<file path="config.mk">
export PLATFORM = sky130hd
export DESIGN_NAME = demux_buf_flat
export DESIGN_NICKNAME = d
export VERILOG_FILES = /design/src/rtl/demux_buf_if.sv /design/src/rtl/demux_buf.sv /design/src/flat_wrapper.sv
export SDC_FILE = /design/constraint.sdc
export NUM_CORES = 1
export LEC_CHECK = 0
export CORE_MARGIN = 3
export CORE_UTILIZATION = 33
export DETAILED_ROUTE_END_ITERATION = 6
export PLACE_DENSITY = 0.81
export RECOVER_POWER = 100
export SYNTH_ARGS = -nofsm -noshare
export SYNTH_HDL_FRONTEND = slang
export SYNTH_SLANG_ARGS = --single-unit
</file>
<file path="constraint.sdc">
create_clock -name clk -period 1.58 [get_ports clk]
set_input_delay 0.316 -clock clk [delete_from_list [all_inputs] [get_ports clk]]
set_output_delay 0.316 -clock clk [all_outputs]
set_load 0.02 [all_outputs]
</file>
<file path="src/rtl/demux_buf_if.sv">
// Handshake bundle for demux_buf: one source side, NUM_OUT sink sides sharing one data bus.
interface demux_buf_if #(
  parameter int unsigned DATA_W  = 16,
  parameter int unsigned NUM_OUT = 4,
  parameter int unsigned SEL_W   = 2
);
  logic               in_valid;
  logic               in_ready;
  logic [DATA_W-1:0]  in_data;
  logic [SEL_W-1:0]   in_sel;
  logic [NUM_OUT-1:0] out_valid;
  logic [NUM_OUT-1:0] out_ready;
  logic [DATA_W-1:0]  out_data;
  logic               sel_err;
  logic [7:0]         err_count;

  modport master (
    output in_valid, in_data, in_sel, out_ready,
    input  in_ready, out_valid, out_data, sel_err, err_count
  );

  modport slave (
    input  in_valid, in_data, in_sel, out_ready,
    output in_ready, out_valid, out_data, sel_err, err_count
  );
endinterface

</file>
<file path="src/rtl/demux_buf.sv">
// Registered 1-to-NUM_OUT demultiplexer with a one-entry output buffer.
// Optional saturating drop counter is built when DEMUX_BUF_ERR_CNT_EN is defined.
module demux_buf #(
  parameter int unsigned DATA_W  = 16,
  parameter int unsigned NUM_OUT = 4,
  parameter int unsigned SEL_W   = 2
) (
  input  logic         clk,
  input  logic         reset,
  demux_buf_if.slave   bus
);

  localparam int unsigned CNT_W = 8;
  localparam logic [SEL_W:0] SEL_LIM = (SEL_W+1)'(NUM_OUT);

  typedef enum logic {
    EMPTY = 1'b0,
    FULL  = 1'b1
  } state_t;

  state_t              state_q, state_d;
  logic [DATA_W-1:0]   data_q, data_d;
  logic [SEL_W-1:0]    sel_q, sel_d;
  logic                sel_err_q;
  logic                full_c;
  logic                drain_c;
  logic                in_ready_c;
  logic                accept_c;
  logic                in_range_c;
  logic                drop_c;
  logic [NUM_OUT-1:0]  out_valid_c;

  assign full_c = (state_q == FULL);

  // One-hot destination decode of the buffered select; drain only looks at that sink.
  always_comb begin
    out_valid_c = '0;
    for (int k = 0; k < NUM_OUT; k++) begin
      out_valid_c[k] = full_c && (sel_q == SEL_W'(k));
    end
  end

  assign drain_c    = |(out_valid_c & bus.out_ready);
  assign in_ready_c = !full_c || drain_c;
  assign accept_c   = bus.in_valid && in_ready_c;
  assign in_range_c = ({1'b0, bus.in_sel} < SEL_LIM);
  assign drop_c     = accept_c && !in_range_c;

  // State register and buffered payload.
  always_ff @(posedge clk or posedge reset) begin
    if (reset) begin
      state_q   <= EMPTY;
      data_q    <= '0;
      sel_q     <= '0;
      sel_err_q <= 1'b0;
    end else begin
      state_q   <= state_d;
      data_q    <= data_d;
      sel_q     <= sel_d;
      sel_err_q <= drop_c;
    end
  end

  // Next-state: an accept while FULL implies a drain, so a valid load keeps FULL.
  always_comb begin
    state_d = state_q;
    data_d  = data_q;
    sel_d   = sel_q;
    case (state_q)
      EMPTY: begin
        if (accept_c && in_range_c) begin
          state_d = FULL;
          data_d  = bus.in_data;
          sel_d   = bus.in_sel;
        end
      end
      FULL: begin
        if (accept_c && in_range_c) begin
          data_d = bus.in_data;
          sel_d  = bus.in_sel;
        end else if (drain_c) begin
          state_d = EMPTY;
        end
      end
      default: state_d = EMPTY;
    endcase
  end

  assign bus.out_valid = out_valid_c;
  assign bus.out_data  = data_q;
  assign bus.in_ready  = in_ready_c;
  assign bus.sel_err   = sel_err_q;

`ifdef DEMUX_BUF_ERR_CNT_EN
  logic [CNT_W-1:0] err_cnt_q;

  // Saturating count of dropped out-of-range words; only reset clears it.
  always_ff @(posedge clk or posedge reset) begin
    if (reset) begin
      err_cnt_q <= '0;
    end else if (drop_c && (err_cnt_q != {CNT_W{1'b1}})) begin
      err_cnt_q <= err_cnt_q + CNT_W'(1);
    end
  end

  assign bus.err_count = err_cnt_q;
`else
  assign bus.err_count = CNT_W'(0);
`endif

endmodule

</file>
<file path="src/flat_wrapper.sv">
// flat-port wrapper written by rule: the top's interface ports become plain ports
module demux_buf_flat 
#(
  parameter int unsigned DATA_W  = 16,
  parameter int unsigned NUM_OUT = 4,
  parameter int unsigned SEL_W   = 2
)
  (clk, reset, bus_in_valid, bus_in_data, bus_in_sel, bus_out_ready, bus_in_ready, bus_out_valid, bus_out_data, bus_sel_err, bus_err_count);
  demux_buf_if #(.DATA_W(DATA_W), .NUM_OUT(NUM_OUT), .SEL_W(SEL_W)) bus_i ();
  input  logic clk;
  input  logic reset;
  input wire logic [$bits(bus_i.in_valid)-1:0] bus_in_valid;
  input wire logic [$bits(bus_i.in_data)-1:0] bus_in_data;
  input wire logic [$bits(bus_i.in_sel)-1:0] bus_in_sel;
  input wire logic [$bits(bus_i.out_ready)-1:0] bus_out_ready;
  output wire logic [$bits(bus_i.in_ready)-1:0] bus_in_ready;
  output wire logic [$bits(bus_i.out_valid)-1:0] bus_out_valid;
  output wire logic [$bits(bus_i.out_data)-1:0] bus_out_data;
  output wire logic [$bits(bus_i.sel_err)-1:0] bus_sel_err;
  output wire logic [$bits(bus_i.err_count)-1:0] bus_err_count;
  assign bus_i.in_valid = bus_in_valid;
  assign bus_i.in_data = bus_in_data;
  assign bus_i.in_sel = bus_in_sel;
  assign bus_i.out_ready = bus_out_ready;
  assign bus_in_ready = bus_i.in_ready;
  assign bus_out_valid = bus_i.out_valid;
  assign bus_out_data = bus_i.out_data;
  assign bus_sel_err = bus_i.sel_err;
  assign bus_err_count = bus_i.err_count;
  demux_buf #(.DATA_W(DATA_W), .NUM_OUT(NUM_OUT), .SEL_W(SEL_W)) u_core (.clk(clk), .reset(reset), .bus(bus_i));
endmodule
</file>
=== Word level (Yosys, flattened, before mapping) ===
Cells that the tools add are included.

* Register bits: 19
* Bits of input ports: 25
* Output and inout bits: 30
* Logic and storage cells: 23

* Equal/unequal tests: 3
* Mux-type cells: 6
* Bitwise gates (word level): 2
* Reduce and logical (&&, ||, !) cells: 9

{| class="wikitable"
|+ Operator list
! operator !! count
|-
| $mux W16 || 1
|-
| $logic_and A1 B1 Y1 || 5
|-
| $and A4 B4 Y4 || 1
|-
| $eq A2 B2 Y1 const B || 2
|-
| $reduce_or A4 Y1 || 1
|-
| $mux W1 || 3
|-
| $eq A2 B1 Y1 const B || 1
|-
| $logic_not A2 Y1 || 1
|-
| $mux W2 || 1
|-
| $pmux W1 S2 || 1
|-
| $logic_not A1 Y1 || 1
|-
| $logic_or A1 B1 Y1 || 1
|-
| $not A1 Y1 || 1
|}

=== Depth between registers and ports, before layout ===
* Word-level depth: 8
* Mapped depth: 4
* Gate-level depth less buffers: 3

=== Worst setup path after synthesis ===
OpenSTA, ideal clock, no wires.

* Path kind: flip-flop to flip-flop
* Start point: reg u_core.sel_q[1]
* End point: reg u_core.data_q[10], in the netlist u_core.bus.out_data[10]
* Setup time: 125 ps
* Arrival time: 1,530 ps
* Data required time: 1,455 ps
* Slack: -75 ps
* Cell stages (with the launch flop): 5
* Buffers on the path: 1
* Clock period less this slack: 1,655 ps
* Cells stage by stage: dfrtp_1 mux2_4 o221ai_4 buf_12 mux2_4

* Word-level cells in the longest chain between the ends: 6
* Elaborated cells between the ends (all ways): 12
* Classes of those cells: eq/ne: 3; bitwise: 1; reduce/logical: 8

{| class="wikitable"
|+ Ends and longest elaborated chain
! item !! RTL line !! source
|-
| start, declared || demux_buf.sv:23 || <nowiki>logic [SEL_W-1:0] sel_q, sel_d;</nowiki>
|-
| start signal, assigned || demux_buf.sv:59 || <nowiki>sel_q <= sel_d;</nowiki>
|-
| $eq A2 B1 Y1 (tied with other cells) || demux_buf.sv:39 || <nowiki>out_valid_c[k] = full_c && (sel_q == SEL_W'(k));</nowiki>
|-
| $logic_and A1 B1 Y1 || demux_buf.sv:39 ||
|-
| $and A4 B4 Y4 (*) || demux_buf.sv:43 || <nowiki>assign drain_c = |(out_valid_c & bus.out_ready);</nowiki>
|-
| $reduce_or A4 Y1 (*) || demux_buf.sv:43 ||
|-
| $logic_or A1 B1 Y1 (*) || demux_buf.sv:44 || <nowiki>assign in_ready_c = !full_c || drain_c;</nowiki>
|-
| $logic_and A1 B1 Y1 (*) || demux_buf.sv:45 || <nowiki>assign accept_c = bus.in_valid && in_ready_c;</nowiki>
|-
| end signal, assigned || demux_buf.sv:58 || <nowiki>data_q <= data_d;</nowiki>
|-
| end, declared || demux_buf.sv:22 || <nowiki>logic [DATA_W-1:0] data_q, data_d;</nowiki>
|}

Mark *: on every way between the ends. The rest lies on a longest branch, timed or not.
A chain may end at the register's enable or synchronous reset.

=== Worst setup path in the final report ===
* Start point: reg u_core.sel_q[1]
* End point: reg u_core.data_q[14], in the netlist u_core.bus.out_data[14]

Same word-level chain as after synthesis.

==> results.sh <==
export IMPL_fillers=227
export IMPL_synth_area_leaders="dfrtp_1, mux2_4, mux2_2"
export IMPL_worstSkewPairLatency_ps=280
export IMPL_post_place_ws_ps=-498
export IMPL_die_h_um=58.9
export IMPL_cts_made_buffers=3
export IMPL_drive_gt1_frac=0.333
export IMPL_clk_root_buffer_cell="clkbuf_4"
export IMPL_wl_per_cell_um=13.9
export IMPL_drc=0
export IMPL_status="finished, violations left"
export IMPL_regToRegStartpoint="u_core.sel_q[1]$_DFFE_PP0P_"
export IMPL_rr_endpoint="u_core.bus.out_data[14]$_DFFE_PP0P_"
export IMPL_criticalPathCategory="flop to flop"
export IMPL_fp_dieArea_um2=3470
export IMPL_required_ps=1760
export IMPL_rsz0062_at_grt="true"
export IMPL_grt_max_degree=20
export IMPL_nets=146
export IMPL_hpwl_mm=1.55
export IMPL_syn_to_final_growth_pct=63.7
export IMPL_vias_per_cell=4.48
export IMPL_min_period_ps=1760
export IMPL_cp_arrival_ps=1940
export IMPL_synthDominantCellAreaShare=0.514
export IMPL_maxCapViolations=0
export IMPL_core_um2=2570
export IMPL_synth_cell_types=14
export IMPL_grt_pass1_wl_mm=3.11
export IMPL_regArea_um2=475
export IMPL_antenna_found_initial=0
export IMPL_cp_max_fo=8
export IMPL_drtIter0Drc=5
export IMPL_path_clk_slew_ps=100
export IMPL_syn_cell_area_um2=925
export IMPL_pin_count=55
export IMPL_syn_area_per_cell_um2=14.4
export IMPL_finalMaxSlewViolations=0
export IMPL_cp_start_kind="flop"
export IMPL_r2r_slack_ps=-180
export IMPL_hold_viol=0
export IMPL_yosysTopAreaCell="dfrtp_1"
export IMPL_htreeDepth=1
export IMPL_hold_buffers=0
export IMPL_violations="setup timing"
export IMPL_antenna_left=0
export IMPL_postLayoutSetupSlackWorst_ps=-180
export IMPL_p_leak_nw=0.781
export IMPL_cts_sinks=19
export IMPL_fin_skew_ps=4.13
export IMPL_cts_tree="done"
export IMPL_syn_inst=64
export IMPL_layout_commonest_cell="clkdlybuf4s50_1"
export IMPL_dr_pass1_iters=2
export IMPL_end_kind="flop"
export IMPL_ys_ff_latch=19
export IMPL_ys_warn_count=0
export IMPL_portBuffers=45
export IMPL_whs_path_depth=1
export IMPL_final_cells=150
export IMPL_p_per_area_nw_per_um2=1590
export IMPL_grt_pass1_vias=711
export IMPL_hold_path_end="u_core.bus.out_data[2]$_DFFE_PP0P_"
export IMPL_die_w_um=58.9
export IMPL_fp_row_count=18
export IMPL_cts_setup_buffers=0
export IMPL_fin_crit_sh=1.11
export IMPL_gp_congestion=0.737
export IMPL_reg2reg_depth=5
export IMPL_totalWireLength_mm=2.09
export IMPL_antenna_cells=0
export IMPL_initial_core_util=0.360
export IMPL_layout_common_cells="clkdlybuf4s50_1, dfrtp_1, mux2_4"
export IMPL_setup_viol=18
export IMPL_ys_seq_area_frac=0.514
export IMPL_tightestPinTransition_ps=999
export IMPL_worstHoldStart="u_core.bus.out_data[2]$_DFFE_PP0P_"
export IMPL_vias=672
export IMPL_multiInputGateArea_um2=420
export IMPL_relSlewSlack=0.334
export IMPL_hp_class="flop to flop"
export IMPL_fmax_ghz=0.568
export IMPL_grt_remaining_overflow=0
export IMPL_grt_use_total=0.117
export IMPL_dp_cells=145
export IMPL_peakVddDrop_v=0.000917
export IMPL_cts_buffer_depth=2
where the power goes:
group | internal, mW | switching [mW]
Clock | 0.0979 | 0.135
Sequential | 0.674 | 0.114
Combinational | 0.754 | 0.626
Total | 1.53 | 0.876
per-stage QoR:
stage / instance area [um^2] / setup TNS, ps / power [mW] / hold WS (ps) / util
global route: 1510 / -3680 / 2.56 / 529 / 0.590
floorplan: 955 / -748 / 1.54 / 267 / -
CTS: 1430 / -2750 / 2.29 / 344 / 0.557
finish: 1510 / -2760 / 2.40 / 507 / 0.590
global placement: 1430 / -7090 / 2.13 / 489 / 0.556
detailed placement: 1430 / -7820 / 2.16 / 492 / 0.556
critical path, cell delays in order, from the launching register on:
cell	delay, ps
dfrtp_1	430
mux2_4	320
buf_6	120
o221ai_4	250
clkbuf_16	230
mux2_4	300
metal layers:
layer | routed length (um) | up-vias | GRT usage
li1 | - | 315 | -
met1 | 799 | 319 | 0.134
met2 | 1080 | 36 | 0.211
met3 | 198 | 2 | 0.0351
met4 | 12 | 0 | 0.0291
met5 | 0 | - | 0
synthesized netlist by cell type:
master    count
buf_12        1
buf_4         9
conb_1        1
dfrtp_1      19
inv_1         3
mux2_2        7
mux2_4       12
mux2i_1       1
nand2_1       1
nand2b_1      2
nor2_1        4
o21ai_0       2
o221ai_4      1
o22a_2        1
worst max-delay path by stage:
| stage | startpoint | to | slack (ps) |
|---|---|---|---|
| floorplan | u_core.sel_q[1]$_DFFE_PP0P_ | u_core.bus.out_data[10]$_DFFE_PP0P_ | -70 |
| global placement | bus_out_ready[0] | bus_in_ready | -490 |
| detailed placement | bus_out_ready[0] | bus_in_ready | -500 |
| CTS | u_core.sel_q[1]$_DFFE_PP0P_ | u_core.bus.out_data[0]$_DFFE_PP0P_ | -180 |
| global route | u_core.sel_q[1]$_DFFE_PP0P_ | u_core.bus.out_data[8]$_DFFE_PP0P_ | -220 |
| finish | u_core.sel_q[1]$_DFFE_PP0P_ | u_core.bus.out_data[14]$_DFFE_PP0P_ | -180 |
final cells by class:
| cell class | count | share of cell area |
|---|---|---|
| tap | 30 | 0.0248 |
| multi-input combinational | 40 | 0.278 |
| sequential | 19 | 0.314 |
| inverter | 3 | 0.00744 |
| clock buffer | 4 | 0.0174 |
| timing repair buffer | 54 | 0.359 |
registers in the layout (all words and copies together), names as in the netlist:
signal,cells
u_core.sel_q,2
u_core.bus.out_data,16
u_core.full_c,1
cell families after synthesis:
logic type	after synthesis	share of synthesized area
other cells	1	0.00406
simple gates	7	0.0338
mux	20	0.291
compound gates	4	0.0501
flops	19	0.514
buf+inv	13	0.107
what timing repair did:
| action | CTS | global route |
|---|---|---|
| setup endpoints to repair | 33 | 28 |
| endpoints found under the hold margin | 0 | 0 |
| cloned | 0 | 1 |
| resized for setup | 28 | 25 |
(Power assumes the default switching activity.)
